===== src/rtl/bconv_stream_layer.sv =====
// Streaming binary convolution layer: KxK window over a raster bit stream,
// per-channel XNOR-popcount against a loadable kernel, then threshold compare.
module bconv_stream_layer #(
    parameter int IMG_W = 28,
    parameter int IMG_H = 28,
    parameter int K     = 3,
    parameter int N_CH  = 4,
    parameter int CNT_W = $clog2(K*K+1)
) (
    input  logic                                     clk,
    input  logic                                     rst,
    input  logic                                     cfg_we,
    input  logic [((N_CH > 1) ? $clog2(N_CH) : 1)-1:0] cfg_ch,
    input  logic [K*K-1:0]                           cfg_kernel,
    input  logic [CNT_W-1:0]                         cfg_thr,
    input  logic                                     pix_valid,
    output logic                                     pix_ready,
    input  logic                                     pix_data,
    output logic                                     out_valid,
    input  logic                                     out_ready,
    output logic [N_CH-1:0]                          out_data,
    output logic                                     out_last,
    output logic                                     busy
);

    localparam int KK  = K * K;
    localparam int CHW = (N_CH > 1) ? $clog2(N_CH) : 1;
    localparam int CW  = (IMG_W > 1) ? $clog2(IMG_W) : 1;
    localparam int RW  = (IMG_H > 1) ? $clog2(IMG_H) : 1;
    localparam int LBR = (K > 1) ? K - 1 : 1;

    typedef enum logic [1:0] {IDLE = 2'd0, FILL = 2'd1, RUN = 2'd2, DRAIN = 2'd3} state_t;

    state_t                state_q, state_d, pos_state;
    logic [CW-1:0]         col_q, col_d;
    logic [RW-1:0]         row_q, row_d;
    logic [IMG_W-1:0]      lb_q [LBR];
    logic [IMG_W-1:0]      lb_d [LBR];
    logic [KK-1:0]         win_q, win_d, win_shift;
    logic [KK-1:0]         kern_q [N_CH];
    logic [KK-1:0]         kern_d [N_CH];
    logic [CNT_W-1:0]      thr_q [N_CH];
    logic [CNT_W-1:0]      thr_d [N_CH];
    logic                  out_valid_q, out_valid_d;
    logic                  out_last_q, out_last_d;
    logic [N_CH-1:0]       out_data_q, out_data_d;
    logic [N_CH-1:0]       res;
    logic [K-1:0]          colvec;
    logic                  accept, win_done, frame_end, cfg_hit, last_hs;

    function automatic logic [CNT_W-1:0] popcnt(input logic [KK-1:0] v);
        logic [CNT_W-1:0] n;
        n = '0;
        for (int i = 0; i < KK; i++) begin
            n = n + CNT_W'(v[i]);
        end
        return n;
    endfunction

    assign accept    = pix_valid && pix_ready;
    assign win_done  = accept && (row_q >= RW'(K-1)) && (col_q >= CW'(K-1));
    assign frame_end = accept && (row_q == RW'(IMG_H-1)) && (col_q == CW'(IMG_W-1));
    assign last_hs   = out_valid_q && out_ready && out_last_q;
    assign cfg_hit   = cfg_we && (state_q == IDLE) && ({1'b0, cfg_ch} < (CHW+1)'(N_CH));

    always_comb begin
        col_d = col_q;
        row_d = row_q;
        if (accept) begin
            if (col_q == CW'(IMG_W-1)) begin
                col_d = '0;
                row_d = (row_q == RW'(IMG_H-1)) ? '0 : row_q + 1'b1;
            end else begin
                col_d = col_q + 1'b1;
            end
        end
    end

    // Column vector for the current column: oldest row at index 0, new pixel at K-1.
    always_comb begin
        int idx;
        lb_d      = lb_q;
        win_d     = win_q;
        win_shift = win_q >> 1;
        for (int r = 0; r < K; r++) begin
            idx       = (r < K - 1) ? (K - 2 - r) : 0;
            colvec[r] = (r == K - 1) ? pix_data : lb_q[idx][col_q];
        end
        if (accept) begin
            if (K > 1) begin
                lb_d[0][col_q] = pix_data;
                for (int j = 1; j < LBR; j++) begin
                    lb_d[j][col_q] = lb_q[j-1][col_q];
                end
            end
            for (int r = 0; r < K; r++) begin
                for (int c = 0; c < K; c++) begin
                    win_d[r*K+c] = (c == K - 1) ? colvec[r] : win_shift[r*K+c];
                end
            end
        end
    end

    // A write landing with the first pixel of a frame is bypassed into that frame.
    always_comb begin
        kern_d = kern_q;
        thr_d  = thr_q;
        if (cfg_hit) begin
            kern_d[cfg_ch] = cfg_kernel;
            thr_d[cfg_ch]  = cfg_thr;
        end
        for (int i = 0; i < N_CH; i++) begin
            res[i] = (popcnt(~(win_d ^ kern_d[i])) >= thr_d[i]);
        end
    end

    always_comb begin
        out_valid_d = out_valid_q;
        out_data_d  = out_data_q;
        out_last_d  = out_last_q;
        if (win_done) begin
            out_valid_d = 1'b1;
            out_data_d  = res;
            out_last_d  = frame_end;
        end else if (out_ready) begin
            out_valid_d = 1'b0;
            out_data_d  = '0;
            out_last_d  = 1'b0;
        end
    end

    always_comb begin
        pos_state = frame_end ? DRAIN : ((row_d >= RW'(K-1)) ? RUN : FILL);
        state_d   = state_q;
        case (state_q)
            IDLE, FILL, RUN: if (accept) state_d = pos_state;
            DRAIN:           if (last_hs) state_d = accept ? pos_state : IDLE;
            default:         state_d = IDLE;
        endcase
    end

    always_comb begin
        busy      = (state_q != IDLE);
        pix_ready = !out_valid_q || out_ready;
    end

    always_ff @(posedge clk or posedge rst) begin
        if (rst) begin
            state_q     <= IDLE;
            col_q       <= '0;
            row_q       <= '0;
            win_q       <= '0;
            out_valid_q <= 1'b0;
            out_data_q  <= '0;
            out_last_q  <= 1'b0;
            for (int j = 0; j < LBR; j++) lb_q[j] <= '0;
            for (int i = 0; i < N_CH; i++) begin
                kern_q[i] <= '0;
                thr_q[i]  <= '0;
            end
        end else begin
            state_q     <= state_d;
            col_q       <= col_d;
            row_q       <= row_d;
            win_q       <= win_d;
            out_valid_q <= out_valid_d;
            out_data_q  <= out_data_d;
            out_last_q  <= out_last_d;
            lb_q        <= lb_d;
            kern_q      <= kern_d;
            thr_q       <= thr_d;
        end
    end

    assign out_valid = out_valid_q;
    assign out_data  = out_data_q;
    assign out_last  = out_last_q;

endmodule


===== config.mk =====
export PLATFORM = sky130hd
export DESIGN_NAME = bconv_stream_layer
export DESIGN_NICKNAME = d
export VERILOG_FILES = /design/src/rtl/bconv_stream_layer.sv
export SDC_FILE = /design/constraint.sdc
export NUM_CORES = 1
export LEC_CHECK = 0
export CORE_MARGIN = 3
export CORE_UTILIZATION = 30
export DETAILED_ROUTE_END_ITERATION = 6
export RECOVER_POWER = 25
export SYNTH_ARGS = -nofsm -noshare
export SYNTH_HDL_FRONTEND = slang
export SYNTH_SLANG_ARGS = --single-unit
export TNS_END_PERCENT = 100

===== constraint.sdc =====
create_clock -name clk -period 6.85 [get_ports clk]
set_input_delay 1.37 -clock clk [delete_from_list [all_inputs] [get_ports clk]]
set_output_delay 1.37 -clock clk [all_outputs]
set_load 0.02 [all_outputs]

**Word-level counts from Yosys, hierarchy flattened**

Cells that the tools add are included.

- Register bits: 135
- Input port bits: 21
- Output and inout port bits: 8
- Word-level logic and storage cells: 127

- $add $sub $neg: 34
- Order comparisons: 11
- Eq/ne operators: 7
- Multiplexer cells: 32
- Bitwise operators: 9
- Reduce and logical (&&, ||, !) cells: 17

Operator list:

| cell | number |
|---|---|
| $add A4 B1 Y4 | 20 |
| $bwmux W28 | 2 |
| $bwmux W36 | 1 |
| $mux W36 | 1 |
| $not A9 Y9 | 4 |
| $xor A9 B9 Y9 | 4 |
| $mux W5 | 4 |
| $demux W9 S2 | 1 |
| $mux W9 | 2 |
| $add A3 B1 Y4 | 4 |
| $bwmux W16 | 1 |
| $ge A4 B4 Y1 | 4 |
| $mux W16 | 1 |
| $ge A5 B2 Y1 const B | 3 |
| $add A2 B1 Y3 | 4 |
| $mux W4 | 3 |
| $add A5 B1 Y5 const B | 2 |
| $bmux W1 S5 | 2 |
| $eq A5 B5 Y1 const B | 2 |
| $logic_and A1 B1 Y1 | 10 |
| $mux W2 | 5 |
| $add A1 B1 Y2 | 4 |
| $demux W4 S2 | 1 |
| $lt A5 B6 Y1 const B | 1 |
| 16 further kinds | 24 |

**Depth between registers and ports, before layout**

Gate-level depths: netlist (run 1).

- Depth in word-level cells: 19
- Gate-level depth with buffers: 20
- Mapped depth without buffers: 19

**Worst setup path before layout (run 1)**

OpenSTA, ideal clock, no wires.

- Path type: input port to flip-flop
- Start point: input port out_ready
- End point: register out_data_q[2], in the netlist out_data[2]
- Setup time: 147 ps
- Arrival time: 6137 ps
- Required time: 6703 ps
- Slack: 566 ps
- Stages: 20
- Path buffers: 1
- Cell sequence: nand2b_1 > clkbuf_1 > nand2_1 > mux2i_1 > inv_1 > xnor2_1 > fa_1 > inv_1 > fa_1 > inv_1 > fa_1 > fa_1 > inv_1 > fa_1 > inv_1 > ha_1 > a21o_1 > a21o_1 > a21oi_1 > o21ai_0

- Word-level cells in the longest chain between the ends: 15
- Elaborated cells between the ends (all ways): 18
- Classes of those cells: 8 x add/sub; 1 x order compare; 2 x mux; 2 x bitwise; 5 x reduce/logical

RTL lines:

| item | RTL line | RTL |
|---|---|---|
| from (decl) | 20 | `input logic out_ready,` |
| $logic_or A1 B1 Y1 | 144 | `pix_ready = !out_valid_q \|\| out_ready;` |
| named net pix_ready | 17 | `output logic pix_ready,` |
| $logic_and A1 B1 Y1 | 60 | `assign accept = pix_valid && pix_ready;` |
| $mux W9 | 89 | `if (accept) begin` |
| named net win_d[0] | 39 | `logic [KK-1:0] win_q, win_d, win_shift;` |
| $xor A9 B9 Y9 | 113 | `res[i] = (popcnt(~(win_d ^ kern_d[i])) >= thr_d[i]);` |
| $not A9 Y9 | 113 |  |
| $add A1 B1 Y2 | 55 | `n = n + CNT_W'(v[i]);` |
| $add A2 B1 Y3 | 55 |  |
| $add A3 B1 Y4 | 55 |  |
| $add A4 B1 Y4 (5 in series) | 55 |  |
| $ge A4 B4 Y1 | 113 |  |
| $mux W4 | 121 | `if (win_done) begin` |
| to (signal assigned) | 167 | `out_data_q <= out_data_d;` |
| to (decl) | 46 | `logic [N_CH-1:0] out_data_q, out_data_d;` |

The timed path passes the listed nets, and every way through them passes these cells.
A chain may end at the register's enable or synchronous reset.

==> results of run 1 <==
==> cells by family (layout without fill, tap and decap cells) <==
logic type,after synthesis,in the layout
mux,139,139
flops,135,135
xor+xnor,41,41
compound gates,59,59
fa+ha+maj,50,50
buf+inv,86,138
simple gates,112,112
==> critical path, cell delays in order <==
cell and delay (ns):
clkdlybuf4s50_1 0.45, nor3b_1 0.19, buf_4 0.18, nand2_1 0.05
nor2_1 0.29, mux2_2 0.40, xnor2_1 0.16, fa_1 0.55
inv_1 0.06, fa_1 0.53, inv_1 0.05, fa_1 0.51
fa_1 0.46, inv_1 0.09, fa_1 0.42, inv_1 0.07
ha_1 0.22, a21o_1 0.15, a21o_1 0.17, a21oi_1 0.13
o21ai_0 0.08
==> final timing paths <==
| path | startpoint | to | slack, ns | depth (start not counted) |
|---|---|---|---|---|
| hold / removal | thr_q[1] | thr_q[1] | 0.50 | 1 |
| setup / recovery | cfg_we | out_data[2] | 0.53 | 21 |
| setup reg to reg | col_q[0] | out_data[2] | 1.24 | 19 |
| min in group asynchronous | rst | lb_q[22] | 2.57 | 2 |
| hold reg to reg | thr_q[1] | thr_q[1] | 0.50 | 1 |
| max in group asynchronous | rst | kern_q[31] | 2.28 | 3 |
==> where the power goes <==
group	total, W	internal, W	switching [W]
sequential	0.00114	0.000988	0.000156
clock	0.000996	0.000637	0.000359
combinational	0.00294	0.00140	0.00154
total	0.00508	0.00302	0.00205
==> metal layers <==
layer	vias to the layer above	wire, um
li1	2225	-
met1	2383	7970
met2	62	8260
met3	15	437
met4	0	175
met5	-	0
==> flip-flops by register name, summed over array words and instances, names as in the netlist <==
name / count
col_q: 5
thr_q: 16
win_q: 9
out_last: 1
out_valid: 1
out_data: 4
kern_q: 36
lb_q: 56
row_q: 5
state_q: 2
==> cell type report <==
class / count / area [um^2]
clock buffer: 20 / 467
clock inverter: 12 / 174
fill: 2408 / 15600
inverter: 58 / 219
multi-input combinational: 401 / 3750
sequential: 135 / 3380
tap: 324 / 405
timing repair buffer: 48 / 430
==> metrics by stage <==
stage | util, % | total power, W | instances
global route | 36.1 | 0.00571 | 998
finish | 36.1 | 0.00508 | 998
detailed placement | 33.5 | 0.00412 | 966
CTS | 36.1 | 0.00517 | 998
floorplan | - | 0.00345 | 622
global placement | 33.5 | 0.00405 | 966
==> placed cells by master, fill, tap and decap left out, drive strengths merged, types with 6 or more instances in the layout <==
cell           netlist  layout
dfrtp              135     135
mux2               115     115
inv                 58      57
ha                  30      30
clkdlybuf4s50        0      27
nand3               22      22
xnor2               22      22
fa                  20      20
buf                 11      20
clkbuf              17      20
mux2i               19      19
xor2                19      19
nand2               16      16
nor2b               14      14
o21ai               14      14
a21oi               13      13
nor2                11      11
nand2b              10      10
clkinv               0       7
a21o                 6       6
==> summary.txt, run 1 <==
Post-synthesis adder-cell area fraction: 10.4%
Largest family of logic cells by synthesized area: multiplexers
Routability cong.: 0.759
Root buffer cell: clkbuf_16
Synthesized flop and latch total: 135
Total number of vias: 4,685
Ys flop type: dfrtp_1
Skew-Pair Late Insertion Delay: 0.43 ns
Synth async-reset ratio: 100%
Post-synthesis sequential area ratio: 45.1%
Leak Pwr: 4.13 nW
Die extent in x: 164 um
Post-Synthesis Cell Area: 7490 um^2
Mux contribution to synthesized area: 21.3%
Count of pins over their slew limit: 85
CTS-repair resized insts: 0
Hold Crit Class: reg2reg
Initial Util: 30.6%
Met3 GRT Util: 3.23%
# nets final: 732
Die Area: 26,900 um^2
Crit start category: input port
Tot GR Track Use: 13.5%
Fraction of layout cells with a size suffix above 1: 26.7%
Postcts setup bufs: 0
Die Height: 164 um
Slew HR: -162%
# diodes: 0
Final hold violations: 0
Core Region: 24,500 um^2
Xor and xnor area share after synthesis: 4.79%
Total I/O pin count: 29
Fmax: 158 MHz
Pre-CTS setup slack: 0.136 ns
Clock Sinks: 135
Buffers on Ports: 28
Post-Synthesis Cells: 622
Synth Area in Compound Gates: 5.20%
Met1 GRT Util: 18.0%
Synth top cells by count: dfrtp_1, mux2_2, inv_1
Hpwl dp: 11.9 mm
WP data arrival: 6.60 ns
CTS H-tree lvls: 4
Yosys warnings: 0
CTS tree: done
Count leader, synth: dfrtp_1
Post-CTS Hold Buffers: 0
Final critical-path share of the clock period: 92.3%
Post-synth EDFFs: 0
Fin Setup TNS: 0 ns
Drt drc: 0
Synth top area share: 45.1%
Pwr/cell area: 576 nW/um^2
Hold Slack: 0.495 ns
DR WL/cell: 16.9 um
Global-route wire length before repair: 27.7 mm
Initial antenna violation count: 0
Setup Skew: 0.0122 ns
Pin count of the biggest net entering global routing: 85
DRT Wirelength: 16.8 mm
Top cells by area, synth: dfrtp_1, mux2_2, fa_1
Post-DRT Antenna Nets: 0
Maxcap violations: 1
Syn avg cell area: 12.0 um^2
Most used routing layer: met2
Unrepaired setup endpoints after global routing: no
Simple-Gate Fraction of Synth Area: 8.27%
Critical path endpoint category: flip-flop
WP data required: 7.13 ns
Worst setup margin: 0.527 ns
Min cycle time layout: 6.32 ns
Synthesized net count: 693
Vias in the first global route: 5,133
FP Rows: 57
Avg Vias per Cell: 4.69
Critical path class: in2reg
Run status: finished, violations left
Max IR drop VDD: 0.352 mV
Pin slew with the least headroom to its limit: 3.91 ns
Failing checks: capacitance limit, slew limit
Fin area: 8820 um^2
Number of library cell types mapped by synthesis: 48
M2 GR Usage: 21.8%
First drt pass iteration count: 4
Starting DRT DRC Count: 209
Critical path fanouts, max: 5
CTS max path bufs: 2
Final setup viols: 0
Cell taking the most area after synthesis: dfrtp_1
CTS buffer count: 17
Overflow after GRT: 0
Synthesis-to-finish area growth: 17.8%
Post-DP Area: 8180 um^2
Worst-path clk slew: 0.06 ns
(Power assumes the default switching activity.)
==> run 2, diff against run 1 <==
--- a/config.mk
+++ b/config.mk
@@ -5,9 +5,12 @@
 export SDC_FILE = /design/constraint.sdc
 export NUM_CORES = 1
 export LEC_CHECK = 0
+export CELL_PAD_IN_SITES_DETAIL_PLACEMENT = 1
+export CELL_PAD_IN_SITES_GLOBAL_PLACEMENT = 1
 export CORE_MARGIN = 3
-export CORE_UTILIZATION = 30
+export CORE_UTILIZATION = 50
 export DETAILED_ROUTE_END_ITERATION = 6
+export PLACE_DENSITY_LB_ADDON = 0.1
 export RECOVER_POWER = 25
 export SYNTH_ARGS = -nofsm -noshare
 export SYNTH_HDL_FRONTEND = slang
==> summary.txt, run 2 (same netlist as run 1, synthesis figures left out) <==
Run status: finished, violations left
Failing checks: capacitance limit, slew limit
Setup Skew: 0.00712 ns
Total number of vias: 4,755
Avg Vias per Cell: 5.56
RR Endpoint: out_data[2]
Buffers on Ports: 28
Worst-path clk slew: 0.06 ns
# diodes: 0
DR WL/cell: 20.1 um
Final hold violations: 0
Post-DRT Antenna Nets: 0
Critical path class: in2reg
CP max stage cell: fa_1
WP data arrival: 6.67 ns
Hold Crit Class: reg2reg
Layout Utilization: 58.8%
Critical path endpoint category: flip-flop
Final critical-path share of the clock period: 93.6%
Die extent in x: 128 um
Die Area: 16,500 um^2
Hold endpoint: lb_q[55]
Core Region: 14,600 um^2
Total I/O pin count: 29
Routability cong.: 0.775
Crit-path cells: clkdlybuf4s50_1, nor3b_1, buf_4, nand2_1, nor2_1, mux2_2, xnor2_1, fa_1, inv_1, fa_1, inv_1, fa_1, fa_1, inv_1, fa_1, inv_1, ha_1, a21o_1, a21o_1, a21oi_1, o21ai_0
Min cycle time layout: 6.41 ns
Overflow after GRT: 0
Max reg flops: 56
Fraction of layout cells with a size suffix above 1: 26.1%
Biggest regs: lb_q: 56 flops, kern_q: 36 flops, thr_q: 16 flops
Top reg by flops: lb_q
Vias in the first global route: 5,390
Initial antenna violation count: 0
Unrepaired setup endpoints after global routing: no
Clock Sinks: 135
Maxcap violations: 1
Most common cell after layout, fill and taps aside: dfrtp_1
Die Height: 128 um
Synthesis-to-finish area growth: 14.6%
Tot GR Track Use: 22.3%
DRT Wirelength: 17.2 mm
Hpwl dp: 12.4 mm
Count of pins over their slew limit: 71
Initial Util: 51.3%
Hold Path Stages: 2
Fmax: 156 MHz
Worst setup margin: 0.436 ns
Critical R2R Launch: state_q[1]
WP data required: 7.10 ns
Final setup viols: 0
Slew HR: -117%
Root buffer cell: clkbuf_16
Postcts setup bufs: 0
Skew-Pair Late Insertion Delay: 0.42 ns
Max stage delay on crit path: 0.54 ns
CTS tree: done
Pre-CTS setup slack: -0.00599 ns
Starting DRT DRC Count: 210
Reg2reg path depth: 20
Pin slew with the least headroom to its limit: 3.24 ns
Commonest cells after routing, fill and taps aside: dfrtp_1, mux2_2, inv_1
Global-route wire length before repair: 28.5 mm
CTS-repair resized insts: 0
CTS max path bufs: 2
Post-CTS Hold Buffers: 0
Pin count of the biggest net entering global routing: 71
R2R Setup Slk: 1.40 ns
Drt drc: 0
FP Rows: 44
# fillers: 1,444
Critical path fanouts, max: 4
Cell total after placement: 823
Crit start category: input port
Most frequent CP cell: fa_1
Non-Filler Instances: 855
CTS H-tree lvls: 4
Hold_sp: lb_q[55]
First drt pass iteration count: 4
# nets final: 729
CTS buffer count: 17
==> run 2: how the worst max path moves through the flow <==
stage,start,endpoint
floorplan,out_ready,out_data[2]
global placement,cfg_we,out_data[2]
detailed placement,cfg_we,out_data[2]
CTS,cfg_we,out_data[2]
global route,cfg_we,out_data[2]
finish,cfg_we,out_data[2]
==> run 2: critical path: cells and delay by family <==
kind | cells | cell delay, ns
AOI/OAI and AO/OA | 4 | 0.58
xor gates and xnor gates | 1 | 0.16
and+or+nand+nor | 3 | 0.57
muxes | 1 | 0.41
buffers and inverters | 6 | 0.92
adders and majority gates | 6 | 2.66
==> run 2: area by class of cell <==
type | count | area (um^2) | share of cell area [%]
Clock buffer | 20 | 447 | 5.21
Clock inverter | 12 | 153 | 1.78
Inverter | 58 | 219 | 2.55
Multi-Input combinational cell | 401 | 3750 | 43.7
Sequential cell | 135 | 3380 | 39.4
Tap cell | 184 | 230 | 2.68
Timing Repair Buffer | 45 | 408 | 4.75
==> run 2: metrics by stage <==
stage	hold slack [ns]	cell area (um^2)	setup TNS [ns]
global route	0.509	8580	0
CTS	0.498	8580	0
floorplan	0.441	7490	0
finish	0.494	8580	0
global placement	0.475	7990	0
detailed placement	0.482	7990	-0.00599
==> run 2: routing by layer <==
metal / track usage [%] / share of wire, % / vias up
li1: - / - / 2211
met1: 28.0 / 44 / 2488
met2: 39.9 / 53 / 40
met3: 3.94 / 1.8 / 16
met4: 5.99 / 1.2 / 0
met5: 0 / 0 / -
Power of run 2 is left out: the tool's default activity adds up to more than one toggle a clock period on the data nets, which glitch-free logic cannot reach.
==> run 3, diff against run 2 <==
--- a/config.mk
+++ b/config.mk
@@ -10,6 +10,7 @@
 export CORE_MARGIN = 3
 export CORE_UTILIZATION = 50
 export DETAILED_ROUTE_END_ITERATION = 6
+export MAX_ROUTING_LAYER = met4
 export PLACE_DENSITY_LB_ADDON = 0.1
 export RECOVER_POWER = 25
 export SYNTH_ARGS = -nofsm -noshare
==> summary.txt, run 3 (same netlist as run 1, synthesis figures left out) <==
Run status: finished, violations left
Failing checks: capacitance limit, slew limit
# diodes: 0
CTS H-tree lvls: 4
Max stage delay on crit path: 0.54 ns
Die Height: 128 um
Metal-1 WL: 7.55 mm
Count of pins over their slew limit: 71
CTS max path bufs: 2
Drt drc: 0
Setup Skew: 0.00764 ns
Tot GR Track Use: 23.1%
Clock Sinks: 135
First drt pass iteration count: 4
CTS-repair resized insts: 0
WP data arrival: 6.67 ns
WP data required: 7.10 ns
Top Metal Used: met4
Skew-Pair Late Insertion Delay: 0.42 ns
Initial Util: 51.3%
Buffers on Ports: 28
Critical path fanouts, max: 4
WL met2: 9.11 mm
DRT Wirelength: 17.2 mm
Die Area: 16,500 um^2
Fmax: 156 MHz
Most frequent CP cell: fa_1
Commonest cells after routing, fill and taps aside: dfrtp_1, mux2_2, inv_1
Crit-path cells: clkdlybuf4s50_1, nor3b_1, buf_4, nand2_1, nor2_1, mux2_2, xnor2_1, fa_1, inv_1, fa_1, inv_1, fa_1, fa_1, inv_1, fa_1, inv_1, ha_1, a21o_1, a21o_1, a21oi_1, o21ai_0
Overflow after GRT: 0
Min cycle time layout: 6.41 ns
Maxcap violations: 1
Crit start category: input port
Root buffer cell: clkbuf_16
FP Rows: 44
Core Region: 14,600 um^2
Pre-CTS setup slack: -0.00599 ns
Total number of vias: 4,772
Pin count of the biggest net entering global routing: 71
Non-Filler Instances: 855
DR WL/cell: 20.1 um
Fraction of layout cells with a size suffix above 1: 26.1%
Avg Vias per Cell: 5.58
Postcts setup bufs: 0
Most common cell after layout, fill and taps aside: dfrtp_1
Final hold violations: 0
Critical path buffer and inverter count: 6
Final critical-path share of the clock period: 93.6%
Biggest regs: lb_q: 56 flops, kern_q: 36 flops, thr_q: 16 flops
Slew HR: -117%
Critical path endpoint category: flip-flop
Starting DRT DRC Count: 173
Worst setup margin: 0.437 ns
Post-DRT Antenna Nets: 0
Vias in the first global route: 5,384
Crit path max-delay family: adder cells
Global-route wire length before repair: 28.5 mm
Total I/O pin count: 29
Initial antenna violation count: 0
Top reg by flops: lb_q
Synthesis-to-finish area growth: 14.6%
Routability cong.: 0.786
Unrepaired setup endpoints after global routing: no
CP max stage cell: fa_1
Met3 WL: 360 um
Die extent in x: 128 um
CTS buffer count: 17
Post-CTS Hold Buffers: 0
Hpwl dp: 12.4 mm
Cell total after placement: 823
Hold Crit Class: reg2reg
Max reg flops: 56
Critical path class: in2reg
Pin slew with the least headroom to its limit: 3.24 ns
CTS tree: done
Worst-path clk slew: 0.06 ns
# nets final: 729
Final setup viols: 0
## run 3: cell counts in the layout (fill, tap and decap cells not counted)
No cell type changed its count.
## run 3: path summary, 6_finish.rpt
check,startpoint,end,slack (ns),cells after the start
setup / recovery,cfg_we,out_data[2],0.44,21
hold / removal,lb_q[55],lb_q[55],0.49,2
setup reg to reg,state_q[1],out_data[2],1.40,20
hold reg to reg,lb_q[55],lb_q[55],0.49,2
max in group asynchronous,rst,lb_q[30],2.62,3
min in group asynchronous,rst,kern_q[0],2.34,2
## run 3: metrics by stage
step / hold slack, ns / utilization [%] / TNS [ns] / instance area (um^2)
6_report: 0.495 / 58.8 / 0 / 8580
5_1_grt: 0.509 / 58.8 / 0 / 8580
4_1_cts: 0.498 / 58.8 / 0 / 8580
3_5_place_dp: 0.482 / 54.7 / -0.00599 / 7990
3_3_place_gp: 0.475 / 54.7 / 0 / 7990
2_1_floorplan: 0.441 / - / 0 / 7490
## run 3: worst min-delay path: stages (launching register included)
cell and delay, ns:
dfrtp_1 0.34, nand2_1 0.05, nand2_1 0.06
## run 3: layout make-up
type                       count  area [um^2]
multi-input combinational    401         3750
clock inverter                12          153
inverter                      58          219
tap                          184          230
fill                        1444         6010
timing repair buffer          45          408
sequential                   135         3380
clock buffer                  20          447
## run 3: routing by layer
metal  vias to the layer above  global-route usage (%)
li1                       2212                       -
met1                      2498                    27.8
met2                        43                    40.2
met3                        19                    4.69
met4                         0                    5.24
met5                         -                       -
Power of run 3 is left out for the same reason.
==> patch, RTL diff (config.mk and constraints of run 3) <==
Change the parameter `K` from 3 to 6.
--- a/src/rtl/bconv_stream_layer.sv
+++ b/src/rtl/bconv_stream_layer.sv
@@ -5,3 +5,3 @@
     parameter int IMG_H = 28,
-    parameter int K     = 3,
+    parameter int K     = 6,
     parameter int N_CH  = 4,
Ports: changed (resized cfg_kernel and cfg_thr); port bits go from 29 to 58. No check against the original RTL was run, so the function may have changed too.
==> patch against run 3 <==
The flow finishes with violations (capacitance limit, slew limit, setup timing). Worst hold slack worse by 0.016 ns. Design area increased to 3.0 times the old value. Wire length grew to 4.1 times the old value. First-iteration DRC count grew to 5.3 times the old value. Register-to-register slack got worse by 2.1 ns. Sequential cell count is 227 higher. Sequential share of layout area fell by 4.3 points. Utilization up 5.5 points. Synthesized area increased to 2.7 times the old value. Via count grew to 3.0 times the old value. Worst setup slack got worse by 1.2 ns. Die area increased to 2.6 times the old value.
Power is not shown: default switching activity piles up to over one toggle a cycle in this logic, so the estimate is an artifact.
==> patch: results (changes against run 3) <==
| Metric | Value |
|---|---|
| Outcome | `finished, violations left (unchanged)` |
| Failing checks | `capacitance limit, slew limit, setup timing (was capacitance limit, slew limit)` |
| # H-tree levels | `2 (was 4)` |
| Data arrival time at the worst-slack endpoint | `8.15 ns (was 6.67 ns)` |
| Vias in the first global route | `16200 (was 5384)` |
| Max-cap check violation count | `2 (was 1)` |
| Number of input and output port buffers inserted | `57 (was 28)` |
| Clock tree skew after final layout | `0.0248 ns (was 0.00764 ns)` |
| Average wire per cell in the routed design | `27.5 um (was 20.1 um)` |
| Fraction of layout instances using a drive strength above 1 | `36.0% (was 26.1%)` |
| Total nets after synthesis | `1913 (was 693)` |
| Final count of negative-setup-slack endpoints | `4 (was 0)` |
| Sequential area share after synthesis | `44.1% (was 45.1%)` |
| Largest registers in the final layout | `kern_q: 144 flops, lb_q: 140 flops, win_q: 36 flops (was lb_q: 56 flops, kern_q: 36 flops, thr_q: 16 flops)` |
| Aggregate global-route resource usage | `31.2% (was 23.1%)` |
| Dominant cells by area after synthesis | `sky130_fd_sc_hd__dfrtp_1 (44%), sky130_fd_sc_hd__fa_1 (11%), sky130_fd_sc_hd__mux2_2 (11%) (was sky130_fd_sc_hd__dfrtp_1 (45%), sky130_fd_sc_hd__mux2_2 (17%), sky130_fd_sc_hd__fa_1 (5.3%))` |
| Buffer levels on the longest clock path | `3 (was 2)` |
| Setup tns final | `-2.92 ns (was 0 ns)` |
| Placed wire-length estimate after detailed placement | `43200 um (was 12400 um)` |
| Pins over their slew limit | `191 (was 71)` |
| Number of nets in the layout | `2216 (was 729)` |
| Number of search-and-repair iterations in the first detailed-routing pass | `5 (was 4)` |
| Setup slack at placement | `-1.53 ns (was -0.00599 ns)` |
| Maximum fanout along the worst path | `5 (was 4)` |
| Largest stage delay, worst path | `0.57 ns (was 0.54 ns)` |
| Clock Latency Late Sink | `0.58 ns (was 0.42 ns)` |
| Wire length of the first global-routing pass | `100000 um (was 28500 um)` |
| Fill cell count | `3954 (was 1444)` |
| Actual slew at the worst max-slew pin | `3.46 ns (was 3.24 ns)` |
| Placer Congestion | `0.869 (was 0.786)` |
| Cell area after placement | `0.0233 mm2 (was 0.00799 mm2)` |
| Unique cell type count in the Yosys netlist | `63 (was 48)` |
| HP Class | `reg -> reg (unchanged)` |
| Detailed-route vias per instance | `5.70 (was 5.58)` |
| Setup WS post-layout | `-0.808 ns (was 0.437 ns)` |
| Cts bufs inserted | `42 (was 17)` |
| Maximum number of pins on one net before global-route repair | `134 (was 71)` |
## patch: repair_timing
item,4_1_cts,5_1_grt
pin swaps,60,38
setup buffers,33,27
resized for setup,86,60
endpoints found under the setup margin,4,4
cloned,5,1
## patch: layout make-up
class / instances / area share, %
clock buffers: 64 / 4.93
flip-flops and latches: 362 / 35.1
clock inverters: 11 / 0.324
inverters: 167 / 2.46
multi-input cells: 1100 / 43.6
well taps: 525 / 2.54
repair buffers: 319 / 11.1
## patch: stage by stage
| stage | utilization (%) | instances |
|---|---|---|
| after floorplan | - | 1689 |
| after global placement | 57.9 | 2409 |
| after detailed placement | 57.9 | 2409 |
| after CTS | 63.1 | 2521 |
| after global routing | 64.3 | 2548 |
| final | 64.3 | 2548 |
## patch: kinds of logic after synthesis
group	after synthesis	share of synthesized area [%]
compound gates	213	7.13
xor+xnor	157	6.69
fa+ha+maj	174	14.7
buf+inv	228	5.13
flops	362	44.1
mux	299	15.9
simple gates	256	6.37
## patch: metal layers
layer	track usage (%)	up-vias	share of wire, %
met5	-	-	0
met4	13.2	0	6.0
met3	5.55	231	4.4
met2	53.5	428	51
met1	36.2	7599	39
li1	-	6267	-
## patch: final timing paths
kind	startpoint	endpoint	slack, ns	depth (start not counted)
setup / recovery	cfg_we	out_data[0]	-0.81	28
hold / removal	lb_q[106]	lb_q[106]	0.48	2
setup reg to reg	col_q[3]	out_data[3]	-0.70	24
hold reg to reg	lb_q[106]	lb_q[106]	0.48	2
max in group asynchronous	rst	col_q[3]	1.91	3
min in group asynchronous	rst	lb_q[70]	1.57	3
